===== src/rtl/pc_pkg.sv =====
// Shared definitions for the fetch program counter.
// Holds the next-PC select codes, the trap FSM state encoding and field widths.
package pc_pkg;

    localparam int unsigned SEL_W = 2;
    localparam int unsigned IMM_W = 26;

    localparam logic [SEL_W-1:0] PC_SEQ = 2'b00;
    localparam logic [SEL_W-1:0] PC_BR  = 2'b01;
    localparam logic [SEL_W-1:0] PC_J   = 2'b10;
    localparam logic [SEL_W-1:0] PC_JR  = 2'b11;

    typedef enum logic {
        RUN  = 1'b0,
        TRAP = 1'b1
    } pc_state_e;

endpackage


===== src/rtl/pc_ras.sv =====
// Circular return-address stack.
// A push onto a full stack overwrites the oldest entry. A pop of an empty stack
// does nothing. A push and a pop in the same cycle replace the top entry.
// Ports:
//   clk, rst   clock, synchronous active-high reset (empties the stack)
//   push       write push_data as the new top
//   pop        discard the top entry
//   push_data  W-bit return address
//   top        current top entry, 0 when empty
//   empty      stack holds no entries
module pc_ras #(
    parameter int unsigned W     = 32,
    parameter int unsigned DEPTH = 4
) (
    input  logic         clk,
    input  logic         rst,
    input  logic         push,
    input  logic         pop,
    input  logic [W-1:0] push_data,
    output logic [W-1:0] top,
    output logic         empty
);

    localparam int unsigned PTR_W = (DEPTH > 1) ? $clog2(DEPTH) : 1;
    localparam int unsigned CNT_W = PTR_W + 1;

    logic [W-1:0]     mem [DEPTH];
    logic [PTR_W-1:0] ptr_q, ptr_d;
    logic [CNT_W-1:0] cnt_q, cnt_d;
    logic             wr_en;
    logic [PTR_W-1:0] wr_idx;
    logic             do_pop;
    logic [PTR_W-1:0] top_idx;

    // ptr_q is the next write slot; the top entry sits just below it.
    assign top_idx = ptr_q - PTR_W'(1);
    assign empty   = (cnt_q == '0);
    assign top     = empty ? '0 : mem[top_idx];

    // Next pointer/count and write slot.
    always_comb begin
        ptr_d  = ptr_q;
        cnt_d  = cnt_q;
        wr_en  = 1'b0;
        wr_idx = ptr_q;
        do_pop = pop && (cnt_q != '0);
        if (push && do_pop) begin
            wr_en  = 1'b1;
            wr_idx = top_idx;
        end else if (push) begin
            wr_en  = 1'b1;
            wr_idx = ptr_q;
            ptr_d  = ptr_q + PTR_W'(1);
            if (cnt_q != CNT_W'(DEPTH)) begin
                cnt_d = cnt_q + CNT_W'(1);
            end
        end else if (do_pop) begin
            ptr_d = top_idx;
            cnt_d = cnt_q - CNT_W'(1);
        end
    end

    // Pointer and occupancy registers.
    always_ff @(posedge clk) begin
        if (rst) begin
            ptr_q <= '0;
            cnt_q <= '0;
        end else begin
            ptr_q <= ptr_d;
            cnt_q <= cnt_d;
        end
    end

    // Entry storage; stale contents are hidden by the occupancy count.
    always_ff @(posedge clk) begin
        if (wr_en) begin
            mem[wr_idx] <= push_data;
        end
    end

endmodule


===== src/rtl/pc_unit.sv =====
// Fetch program counter with stall hold, exception/return FSM and optional
// return-address stack (built when the PC_RAS_EN macro is defined).
// Ports:
//   clk, rst            clock, synchronous active-high reset
//   stall               hold PC and all state
//   pc_sel              next-PC select: seq / branch / jump / jr
//   br_off              sign-extended word offset for branches
//   imm26               jump index
//   reg_tgt             register target for jr
//   link                with jump/jr: push pc_plus4 on the return stack
//   ras_pop             with jr: pop the return stack
//   exc, eret           exception request, return from exception
//   pc                  current PC
//   pc_plus4            pc + 4 (combinational)
//   epc                 saved exception PC
//   in_trap             trap FSM is in TRAP
//   misalign            one-cycle pulse: jr target low bits were nonzero
//   ras_top, ras_empty  return-stack top entry (0 when empty) and empty flag
module pc_unit
    import pc_pkg::*;
#(
    parameter int unsigned   W         = 32,
    parameter logic [W-1:0]  RESET_VEC = W'(32'h3000),
    parameter logic [W-1:0]  EXC_VEC   = W'(32'h4180),
    parameter int unsigned   RAS_DEPTH = 4
) (
    input  logic             clk,
    input  logic             rst,
    input  logic             stall,
    input  logic [SEL_W-1:0] pc_sel,
    input  logic [W-1:0]     br_off,
    input  logic [IMM_W-1:0] imm26,
    input  logic [W-1:0]     reg_tgt,
    input  logic             link,
    input  logic             ras_pop,
    input  logic             exc,
    input  logic             eret,
    output logic [W-1:0]     pc,
    output logic [W-1:0]     pc_plus4,
    output logic [W-1:0]     epc,
    output logic             in_trap,
    output logic             misalign,
    output logic [W-1:0]     ras_top,
    output logic             ras_empty
);

    pc_state_e    state_q, state_d;
    logic [W-1:0] pc_q, pc_d;
    logic [W-1:0] epc_q, epc_d;
    logic         mis_q, mis_d;
    logic         take_flow;

    assign pc       = pc_q;
    assign epc      = epc_q;
    assign misalign = mis_q;
    assign in_trap  = (state_q == TRAP);
    assign pc_plus4 = pc_q + W'(4);

    // Next PC / FSM: trap entry beats stall, stall beats return, return beats flow.
    always_comb begin
        state_d   = state_q;
        pc_d      = pc_q;
        epc_d     = epc_q;
        mis_d     = 1'b0;
        take_flow = 1'b0;
        if (exc && (state_q == RUN)) begin
            pc_d    = EXC_VEC;
            epc_d   = pc_q;
            state_d = TRAP;
        end else if (stall) begin
            pc_d = pc_q;
        end else if (eret && (state_q == TRAP)) begin
            pc_d    = epc_q;
            state_d = RUN;
        end else begin
            take_flow = 1'b1;
            case (pc_sel)
                PC_SEQ: pc_d = pc_plus4;
                PC_BR:  pc_d = pc_plus4 + (br_off << 2);
                PC_J:   pc_d = {pc_plus4[W-1:28], imm26, 2'b00};
                PC_JR: begin
                    pc_d  = {reg_tgt[W-1:2], 2'b00};
                    mis_d = |reg_tgt[1:0];
                end
            endcase
        end
    end

    // State registers.
    always_ff @(posedge clk) begin
        if (rst) begin
            state_q <= RUN;
            pc_q    <= RESET_VEC;
            epc_q   <= '0;
            mis_q   <= 1'b0;
        end else begin
            state_q <= state_d;
            pc_q    <= pc_d;
            epc_q   <= epc_d;
            mis_q   <= mis_d;
        end
    end

`ifdef PC_RAS_EN
    logic ras_push;
    logic ras_pop_en;

    // Stack moves only when the jump/jr itself is taken.
    assign ras_push   = take_flow & link & pc_sel[1];
    assign ras_pop_en = take_flow & ras_pop & (pc_sel == PC_JR);

    pc_ras #(
        .W     (W),
        .DEPTH (RAS_DEPTH)
    ) u_ras (
        .clk       (clk),
        .rst       (rst),
        .push      (ras_push),
        .pop       (ras_pop_en),
        .push_data (pc_plus4),
        .top       (ras_top),
        .empty     (ras_empty)
    );
`else
    logic unused_ras;

    // No stack: link/pop are inert and the stack always reads empty.
    assign ras_top    = '0;
    assign ras_empty  = 1'b1;
    assign unused_ras = &{1'b0, link, ras_pop, take_flow, (RAS_DEPTH == 0)};
`endif

endmodule

===== config.mk =====
export PLATFORM = sky130hd
export DESIGN_NAME = pc_unit
export DESIGN_NICKNAME = d
export VERILOG_FILES = /design/src/rtl/pc_pkg.sv /design/src/rtl/pc_ras.sv /design/src/rtl/pc_unit.sv
export SDC_FILE = /design/constraint.sdc
export NUM_CORES = 1
export LEC_CHECK = 0
export ABC_AREA = 1
export BUFFER_PORTS_ARGS = -buffer_cell sky130_fd_sc_hd__buf_2
export CORE_MARGIN = 8
export CORE_UTILIZATION = 35
export CTS_CLUSTER_SIZE = 10
export DETAILED_ROUTE_END_ITERATION = 8
export SLEW_MARGIN = 25
export SYNTH_ARGS = -nofsm -noshare
export SYNTH_HDL_FRONTEND = slang
export SYNTH_HIERARCHICAL = 1
export SYNTH_SLANG_ARGS = --single-unit
export TNS_END_PERCENT = 50

===== constraint.sdc =====
create_clock -name clk -period 4.7 [get_ports clk]
set_clock_uncertainty 0.05 [all_clocks]
set_input_delay 0.94 -clock clk [delete_from_list [all_inputs] [get_ports clk]]
set_output_delay 0.94 -clock clk [all_outputs]
set_load 0.01 [all_outputs]

==> results of run 1 <==
worst register-to-register path, stage by stage, from the launching register on:
cell	delay, ns
dfxtp_1	0.43
ha_1	0.31
nand2_1	0.10
nor2_1	0.10
buf_4	0.14
nand2_1	0.12
nor2_1	0.16
xor2_1	0.26
inv_1	0.13
ha_1	0.42
nand2_1	0.13
nor2_1	0.26
a21boi_0	0.34
o21bai_1	0.10
nand3_1	0.09
nand2_1	0.05
nand3_1	0.10
nand2_1	0.10
nand2_1	0.11
a21oi_1	0.07
final cells by class:
type,count,area [um^2]
multi-input cells,834,4283
clock buffers,13,280.3
repair buffers,198,1006
clock inverters,2,10.01
flip-flops and latches,66,1321
fillers,2026,10310
well taps,229,286.5
inverters,158,593.1
cells by family after synthesis:
family | share of synthesized area, %
other | 0.1160
flip-flops | 20.40
buffers and inverters | 15.30
adder cells (fa/ha/maj) | 6.878
XOR/XNOR | 3.111
AO/OA/AOI/OAI | 18.61
AND/OR/NAND/NOR | 35.59
through the flow:
stage | setup slack [ns] | total power [mW] | hold slack, ns | util (%) | instances
2_1_floorplan | 1.797 | 1.058 | 0.4382 | - | 1120
3_3_place_gp | 1.149 | 1.276 | 0.4119 | 41.41 | 1485
3_5_place_dp | 1.059 | 1.279 | 0.4148 | 41.41 | 1485
4_1_cts | 1.039 | 1.927 | 0.4252 | 43.02 | 1500
5_1_grt | 0.6683 | 2.036 | 0.4547 | 43.02 | 1500
6_report | 0.9691 | 1.921 | 0.4201 | 43.02 | 1500
Yosys cell counts (3+ instances only):
| library cell | number | area (um^2) |
|---|---|---|
| xor2_1 | 21 | 183.9 |
| a21oi_1 | 94 | 470.5 |
| nand3_1 | 66 | 330.3 |
| nand2_2 | 5 | 31.28 |
| o211ai_1 | 4 | 30.03 |
| inv_2 | 6 | 22.52 |
| buf_4 | 35 | 262.8 |
| nand2_1 | 290 | 1089 |
| nand3b_1 | 5 | 37.54 |
| clkbuf_1 | 16 | 60.06 |
| nor3_1 | 12 | 60.06 |
| a221oi_1 | 10 | 87.58 |
| dfxtp_1 | 66 | 1321 |
| a22o_1 | 8 | 70.07 |
| nor2_1 | 103 | 386.6 |
| buf_2 | 7 | 35.03 |
| nand2_4 | 3 | 33.78 |
| inv_1 | 152 | 570.6 |
| nand4_1 | 19 | 118.9 |
| a31oi_1 | 3 | 18.77 |
| nor3_2 | 3 | 30.03 |
| nor2_4 | 4 | 45.04 |
| o21ai_1 | 5 | 25.02 |
| nor2_2 | 5 | 31.28 |
| and2_1 | 3 | 18.77 |
| ha_1 | 34 | 425.4 |
| o21ai_0 | 71 | 355.3 |
| o21bai_1 | 7 | 52.55 |
| or2_2 | 6 | 37.54 |
| a211oi_1 | 5 | 37.54 |
worst paths after layout:
| path | start | to | cells past startpoint |
|---|---|---|---|
| setup reg to reg | pc[3] | pc[27] | 19 |
| setup / recovery | pc[3] | pc[27] | 19 |
| hold reg to reg | epc[13] | epc[13] | 2 |
| hold / removal | epc[13] | epc[13] | 2 |
registers in the layout (all words and copies together), names as in the netlist, named ones only:
name	count
epc	32
in_trap	1
misalign	1
pc	30
per-layer routing:
metal  up-vias  GRT usage, %  wire length [um]
li1       3829             -                 -
met1      3403         28.61             11690
met2       269         35.76             11950
met3        31         4.226              1972
met4         0         5.997               544
met5         -             0                 0
power by group through the flow:
stage          Sequential [mW]  Clock (mW)  Combinational [mW]
5_1_grt                  0.649       0.678               0.709
6_report                 0.643       0.644               0.634
2_1_floorplan            0.662           0               0.396
3_3_place_gp             0.652           0               0.624
3_5_place_dp             0.653           0               0.626
4_1_cts                  0.642       0.657               0.629
==> flow_summary.json, run 1 <==
{
  "gp_congestion": 0.9379,
  "arrival_ns": 3.85,
  "wl_mm": 26.16,
  "fin_area_um2": 7780,
  "antenna_found_initial": 0,
  "cts_buffer_depth": 2,
  "boundaryPins": 230,
  "finalHoldViolations": 0,
  "numCtsBuffers": 9,
  "cts_resized": 0,
  "power.share.combinational_pct": 33.0,
  "synth_edf_count": 0,
  "drcViolationCount": 0,
  "crit_buf_inv": 2,
  "vias_per_cell": 5.021,
  "grt_max_degree": 52,
  "critPathKind": "reg -> reg",
  "setup_viol": 0,
  "required_ns": 4.82,
  "layout.cells.most_common": "nand2_1",
  "synth.distinct_cells": 45,
  "start_util_pct": 35.81,
  "power.internal_mw": 1.224,
  "die_w_um": 152.0,
  "crit_path_start_kind": "flop",
  "min_period_ns": 3.731,
  "max_freq_mhz": 268.0,
  "row_count": 49,
  "cp_max_fo": 5,
  "nets": 1401,
  "clock_latency_ns": 0.33,
  "io_buffers": 192,
  "coreArea_um2": 18090,
  "pwr-share-seq_pct": 33.5,
  "ys_seq_area_share_pct": 20.40,
  "rrSetupSlack_ns": 0.97,
  "antennaDiodeCount": 0,
  "grt_pass1_vias": 7279,
  "grt_usage_pct": 21.82,
  "grt_pass1_wl_mm": 40.32,
  "tns_ns": 0,
  "cts_setup_buffers": 0,
  "die_area_um2": 23110,
  "sw_frac_of_total_pct": 36.28,
  "period_share_pct": 79.38,
  "tritoncts": "built",
  "synth_seq_cells": 66,
  "avgSynthCellArea_um2": 5.947,
  "mappedNetlistArea_um2": 6476,
  "vdd_drop_max_v": 0.0002140,
  "overflow": 0,
  "antenna_left": 0,
  "die-height_um": 152.0,
  "clk_pin_slew_ns": 0.05,
  "netlist_instances": 1089,
  "status": "finished clean",
  "final_cell_mix": "nand2_1, buf_2, inv_1",
  "hold_class": "reg -> reg",
  "area_delta_synth_final_pct": 20.13,
  "yosysWarningCount": 6,
  "power.leakage_nw": 4.221,
  "drive_gt1_share_pct": 19.59,
  "power_density_nw_per_um2": 246.9,
  "cp_common_cell": "nand2_1",
  "first_iter_violations": 558,
  "synthFlopType": "dfxtp_1",
  "worst_pin_slew_ns": 1.005,
  "cp_cell_sequence": "ha_1, nand2_1, nor2_1, buf_4, nand2_1, nor2_1, xor2_1, inv_1, ha_1, nand2_1, nor2_1, a21boi_0, o21bai_1, nand3_1, nand2_1, nand3_1, nand2_1, nand2_1, a21oi_1",
  "h-tree-depth": 3,
  "slew_headroom_pct": 32.92,
  "rsz0062_at_grt": "no",
  "clock_sinks": 66,
  "hold_buffers": 0,
  "firstDrtPassIters": 5,
  "vias": 7532,
  "path_delay_family": "simple AND/OR/NAND/NOR gates",
  "critPathCaptureType": "flop",
  "slowest_stage": "dfxtp_1",
  "pwr-share-clk_pct": 33.5,
  "drv_slew": 0,
  "place_area_um2": 7490,
  "switchingPower_mw": 0.6968,
  "place_hpwl_mm": 21.96,
  "max_cap_violations": 0,
  "synthArstFlopShare_pct": 0,
  "avgRoutedWirePerCell_um": 17.44,
  "cts_root_buf": "clkbuf_16",
  "critical_path.max_stage_delay_ns": 0.43
}
(Power assumes the default switching activity.)
==> run 2, diff against run 1 <==
Clock period 4.7 ns to 3.9 ns, I/O delays scaled along.
==> run 2 against run 1 <==
Net effect: sequential power is 20% higher; first-iteration DRC count is 13% higher; combinational power is 22% higher; critical path type unchanged.
==> flow_summary.json, run 2 (synthesized netlist as in run 1, its figures left out) <==
{
  "min_period_ns": 3.572,
  "die-height_um": 152.0,
  "path_delay_family": "simple AND/OR/NAND/NOR gates",
  "clock_sinks": 66,
  "row_count": 49,
  "cp_max_fo": 5,
  "boundaryPins": 230,
  "power.leakage_nw": 4.305,
  "grt_pass1_wl_mm": 40.97,
  "max_freq_mhz": 280.0,
  "max_cap_violations": 0,
  "clock_latency_ns": 0.33,
  "power_density_nw_per_um2": 311.0,
  "grt_max_degree": 52,
  "place_hpwl_mm": 22.30,
  "critPathKind": "reg -> reg",
  "io_buffers": 192,
  "cts_buffer_depth": 2,
  "slowest_stage": "dfxtp_1",
  "crit_cells": 18,
  "die_w_um": 152.0,
  "nets": 1414,
  "dpl.cell_count": 1498,
  "antenna_left": 0,
  "rrSetupSlack_ns": 0.33,
  "required_ns": 4.11,
  "setup_ws_ns": 0.3284,
  "worstHoldStart": "epc[23]",
  "layout.cells.most_common": "nand2_1",
  "numCtsBuffers": 9,
  "final_cell_mix": "nand2_1, buf_2, inv_1",
  "tritoncts": "built",
  "worst_pin_slew_ns": 1.001,
  "cp_common_cell": "nand2_1",
  "final_cells": 1514,
  "crit_buf_inv": 2,
  "largest_register_ffs": 32,
  "vias_per_cell": 5.058,
  "startpoint": "pc[2]",
  "cts_setup_buffers": 0,
  "antenna_found_initial": 0,
  "area_delta_synth_final_pct": 22.39,
  "grt_pass1_vias": 7491,
  "start_util_pct": 35.81,
  "cts_resized": 0,
  "cts_root_buf": "clkbuf_16",
  "firstDrtPassIters": 5,
  "regToRegStartpoint": "pc[2]",
  "avgRoutedWirePerCell_um": 17.56,
  "vias": 7658,
  "slew_headroom_pct": 33.21,
  "reg2regPathDepth": 18,
  "grt_usage_pct": 22.20,
  "finalHoldViolations": 0,
  "arrival_ns": 3.78,
  "gp_congestion": 0.9665,
  "vdd_drop_max_v": 0.0002231,
  "hold_buffers": 0,
  "tns_ns": 0,
  "rsz0062_at_grt": "no",
  "die_area_um2": 23110,
  "hold_class": "reg -> reg",
  "place_ws_ns": 0.4526,
  "setup_viol": 0,
  "cp_cell_sequence": "ha_1, nand2_1, nor2_1, nand2_1, nor2_1, xor2_1, inv_1, ha_1, nand2_1, nor2_1, buf_4, a21oi_1, nand2_1, nand2_1, nand2_1, o21ai_0, nand2_1, a21oi_1",
  "period_share_pct": 91.58,
  "antennaDiodeCount": 0,
  "utilization_pct": 43.83,
  "status": "finished clean",
  "drcViolationCount": 0,
  "critPathCaptureType": "flop",
  "first_iter_violations": 632,
  "clk_pin_slew_ns": 0.06,
  "nFillCells": 1991,
  "whs_path_depth": 2,
  "place_area_um2": 7587,
  "overflow": 0,
  "coreArea_um2": 18090,
  "drv_slew": 0,
  "h-tree-depth": 3,
  "crit_path_start_kind": "flop",
  "wl_mm": 26.59,
  "fin_area_um2": 7926,
  "critical_path.max_stage_delay_ns": 0.42,
  "drive_gt1_share_pct": 20.47
}
## run 2: cell types whose count changed in the layout (fill, tap and decap cells not counted), sizes merged
cell / delta
clkbuf: -1
bufinv: +2
clkinvlp: +1
clkinv: -1
buf: +13
## run 2: metrics by stage
step	hold WS (ns)	power [mW]
final	0.4258	2.465
after CTS	0.4241	2.467
after global placement	0.4090	1.546
after global routing	0.4503	2.598
after floorplan	0.4382	1.275
after detailed placement	0.4155	1.552
## run 2: path summary, 6_finish.rpt
| check | end |
|---|---|
| worst min-delay path | epc[23] |
| worst max register to register | pc[19] |
| worst min register to register | epc[23] |
| worst max-delay path | pc[19] |
## run 2: report_power, final
| part | internal [mW] | total, mW | switching (mW) | leakage (nW) |
|---|---|---|---|---|
| clock network | 0.611 | 0.916 | 0.305 | 0.165 |
| registers | 0.722 | 0.773 | 0.0511 | 0.543 |
| logic | 0.267 | 0.776 | 0.509 | 3.60 |
| total | 1.60 | 2.47 | 0.866 | 4.31 |
## run 2: worst min-delay path: stages (launching register included)
cell,delay (ns)
dfxtp_1,0.31
inv_1,0.07
a21oi_1,0.05
## run 2: area by class of cell
class | instances | area (um^2) | area share [%]
Sequential cell | 66 | 1321 | 16.67
Tap cell | 229 | 286.5 | 3.615
Clock inverter | 4 | 72.57 | 0.9155
Clock buffer | 12 | 266.5 | 3.362
Multi-Input combinational cell | 834 | 4283 | 54.03
Inverter | 158 | 593.1 | 7.482
Timing Repair Buffer | 211 | 1104 | 13.92
## run 2: metal layers
| layer | vias up | track usage [%] | wire [um] |
|---|---|---|---|
| met3 | 33 | 4.481 | 1948 |
| met5 | - | 0 | 0 |
| li1 | 3864 | - | - |
| met4 | 0 | 6.901 | 532 |
| met2 | 283 | 37.05 | 12170 |
| met1 | 3478 | 28.21 | 11940 |
==> run 3, diff against run 2 <==
Settings changed: ABC_AREA 1 to not set.
Clock period 3.9 ns to 4.25 ns, I/O delays scaled along.
==> run 3 against run 2 <==
Net effect: register-to-register slack worse by 0.04 ns; synthesized cell count fell by 31%; global-route usage decreased by 1.2 points; via count is 18% lower; worst hold slack got worse by 0.0086 ns; wire length is 14% lower; highest routed layer unchanged; combinational power decreased by 14%; area after synthesis fell by 9.9%.
==> flow_summary.json, run 3 <==
{
  "endpoint": "pc[23]",
  "antennaDiodeCount": 0,
  "critPathKind": "reg -> reg",
  "cts_buffer_depth": 2,
  "start_util_pct": 35.42,
  "reg2regPathDepth": 14,
  "clk_pin_slew_ns": 0.06,
  "required_ns": 4.42,
  "vias": 6285,
  "numCtsBuffers": 9,
  "max_cap_violations": 0,
  "antenna_left": 0,
  "worst_pin_slew_ns": 0.8866,
  "synth_top_area_share_pct": 22.66,
  "die_area_um2": 21050,
  "hold_class": "reg -> reg",
  "first_iter_violations": 457,
  "mappedNetlistArea_um2": 5832,
  "final_cell_mix": "buf_2, nand2_1, a21oi_1",
  "io_buffers": 192,
  "setup_viol": 0,
  "synth.distinct_cells": 73,
  "area_delta_synth_final_pct": 21.91,
  "row_count": 47,
  "critPathCaptureType": "flop",
  "finalHoldViolations": 0,
  "nets": 1067,
  "coreArea_um2": 16470,
  "synthTopCellsByCount": "nand2_1, a21oi_1, dfxtp_1",
  "status": "finished clean",
  "slew_headroom_pct": 40.89,
  "grt_usage_pct": 20.96,
  "h-tree-depth": 3,
  "regToRegStartpoint": "pc[7]",
  "synthTopCellsByArea": "dfxtp_1, a21oi_1, nand2_1",
  "setup_ws_ns": 0.2924,
  "gp_congestion": 0.9165,
  "clock_latency_ns": 0.33,
  "rrSetupSlack_ns": 0.29,
  "drive_gt1_share_pct": 27.85,
  "rsz0062_at_grt": "no",
  "rr_endpoint": "pc[23]",
  "wl_mm": 22.84,
  "netlist_instances": 753,
  "vdd_drop_max_v": 0.0001698,
  "drv_slew": 0,
  "place_ws_ns": 0.3627,
  "startpoint": "pc[7]",
  "cts_root_buf": "clkbuf_16",
  "avgSynthCellArea_um2": 7.745,
  "grt_max_degree": 48,
  "crit_path_start_kind": "flop",
  "largest_register_ffs": 32,
  "place_hpwl_mm": 16.94,
  "synthMostInstantiatedCell": "nand2_1",
  "period_share_pct": 93.12,
  "clock_sinks": 66,
  "power_density_nw_per_um2": 285.3,
  "vias_per_cell": 5.432,
  "firstDrtPassIters": 5,
  "synth_area_leader_cell": "dfxtp_1",
  "layout.cells.most_common": "buf_2",
  "synth_edf_count": 0,
  "min_period_ns": 3.958,
  "tritoncts": "built",
  "tns_ns": 0,
  "whs_path_depth": 2,
  "cp_max_fo": 9,
  "grt_pass1_vias": 6333,
  "max_freq_mhz": 252.7,
  "die_w_um": 145.1,
  "avgRoutedWirePerCell_um": 19.74,
  "drcViolationCount": 0,
  "cts_resized": 0,
  "ys_seq_area_share_pct": 22.66,
  "synth_seq_cells": 66,
  "cts_setup_buffers": 0,
  "antenna_found_initial": 0,
  "power.leakage_nw": 3.358,
  "arrival_ns": 4.13,
  "synthArstFlopShare_pct": 0,
  "synthFlopType": "dfxtp_1",
  "hold_buffers": 0,
  "die-height_um": 145.1,
  "grt_pass1_wl_mm": 35.71,
  "boundaryPins": 230,
  "overflow": 0,
  "yosysWarningCount": 6
}
## run 3: through the flow
| step | util (%) | power, mW | hold WS, ns | instance area [um^2] | cells |
|---|---|---|---|---|---|
| 3_3_place_gp | 41.61 | 1.355 | 0.4061 | 6852 | 1142 |
| 3_5_place_dp | 41.61 | 1.359 | 0.4110 | 6852 | 1142 |
| 5_1_grt | 43.18 | 2.138 | 0.4382 | 7109 | 1157 |
| 4_1_cts | 43.15 | 2.032 | 0.4184 | 7106 | 1157 |
| 6_report | 43.18 | 2.028 | 0.4172 | 7109 | 1157 |
| 2_1_floorplan | - | 1.152 | 0.4386 | 5948 | 784 |
## run 3: how the worst min path moves through the flow
stage / end / start
after floorplan: epc[17] / epc[17]
after global placement: epc[7] / epc[7]
after detailed placement: epc[9] / epc[9]
after CTS: epc[17] / epc[17]
after global routing: epc[23] / epc[23]
final: epc[14] / epc[14]
## run 3: worst max-delay path, stage by stage (launching register included)
cell,delay [ns]
dfxtp_1,0.43
and4_1,0.32
nand3_1,0.24
nor2_1,0.30
nand2_1,0.11
xnor2_1,0.27
ha_1,0.39
a21o_1,0.23
a21o_1,0.18
a21oi_1,0.20
o21ai_0,0.14
a21oi_2,0.21
xnor2_1,0.09
mux4_2,0.45
o31a_1,0.24
## run 3: kinds of logic after synthesis
| family | share of synthesized area, % |
|---|---|
| compound gates | 23.04 |
| xor+xnor | 7.316 |
| fa+ha+maj | 7.638 |
| buf+inv | 9.547 |
| flops | 22.66 |
| mux | 8.067 |
| other cells | 0.1288 |
| simple gates | 21.61 |
## run 3: layout make-up
cell class                      count  area (um^2)
Fill cell                        1751         9356
Sequential cell                    66         1321
Multi-Input combinational cell    627         4076
Clock buffer                       12        236.5
Clock inverter                      3        17.52
Inverter                           15        56.30
Tap cell                          220        275.3
Timing Repair Buffer              214         1126
## run 3: per-layer routing
layer | up-vias | global-route usage (%) | part of all wire (%) | routed length, um
met5 | - | 0 | 0 | 0
met4 | 0 | 5.570 | 1.5 | 344
met3 | 23 | 4.882 | 8.2 | 1884
met2 | 307 | 34.56 | 47 | 10650
met1 | 2938 | 26.93 | 44 | 9960
li1 | 3017 | - | - | -
## run 3: power by group
part	switching [mW]	total (mW)	internal [mW]
clock	0.283	0.673	0.390
sequential	0.0417	0.691	0.649
combinational	0.393	0.664	0.271
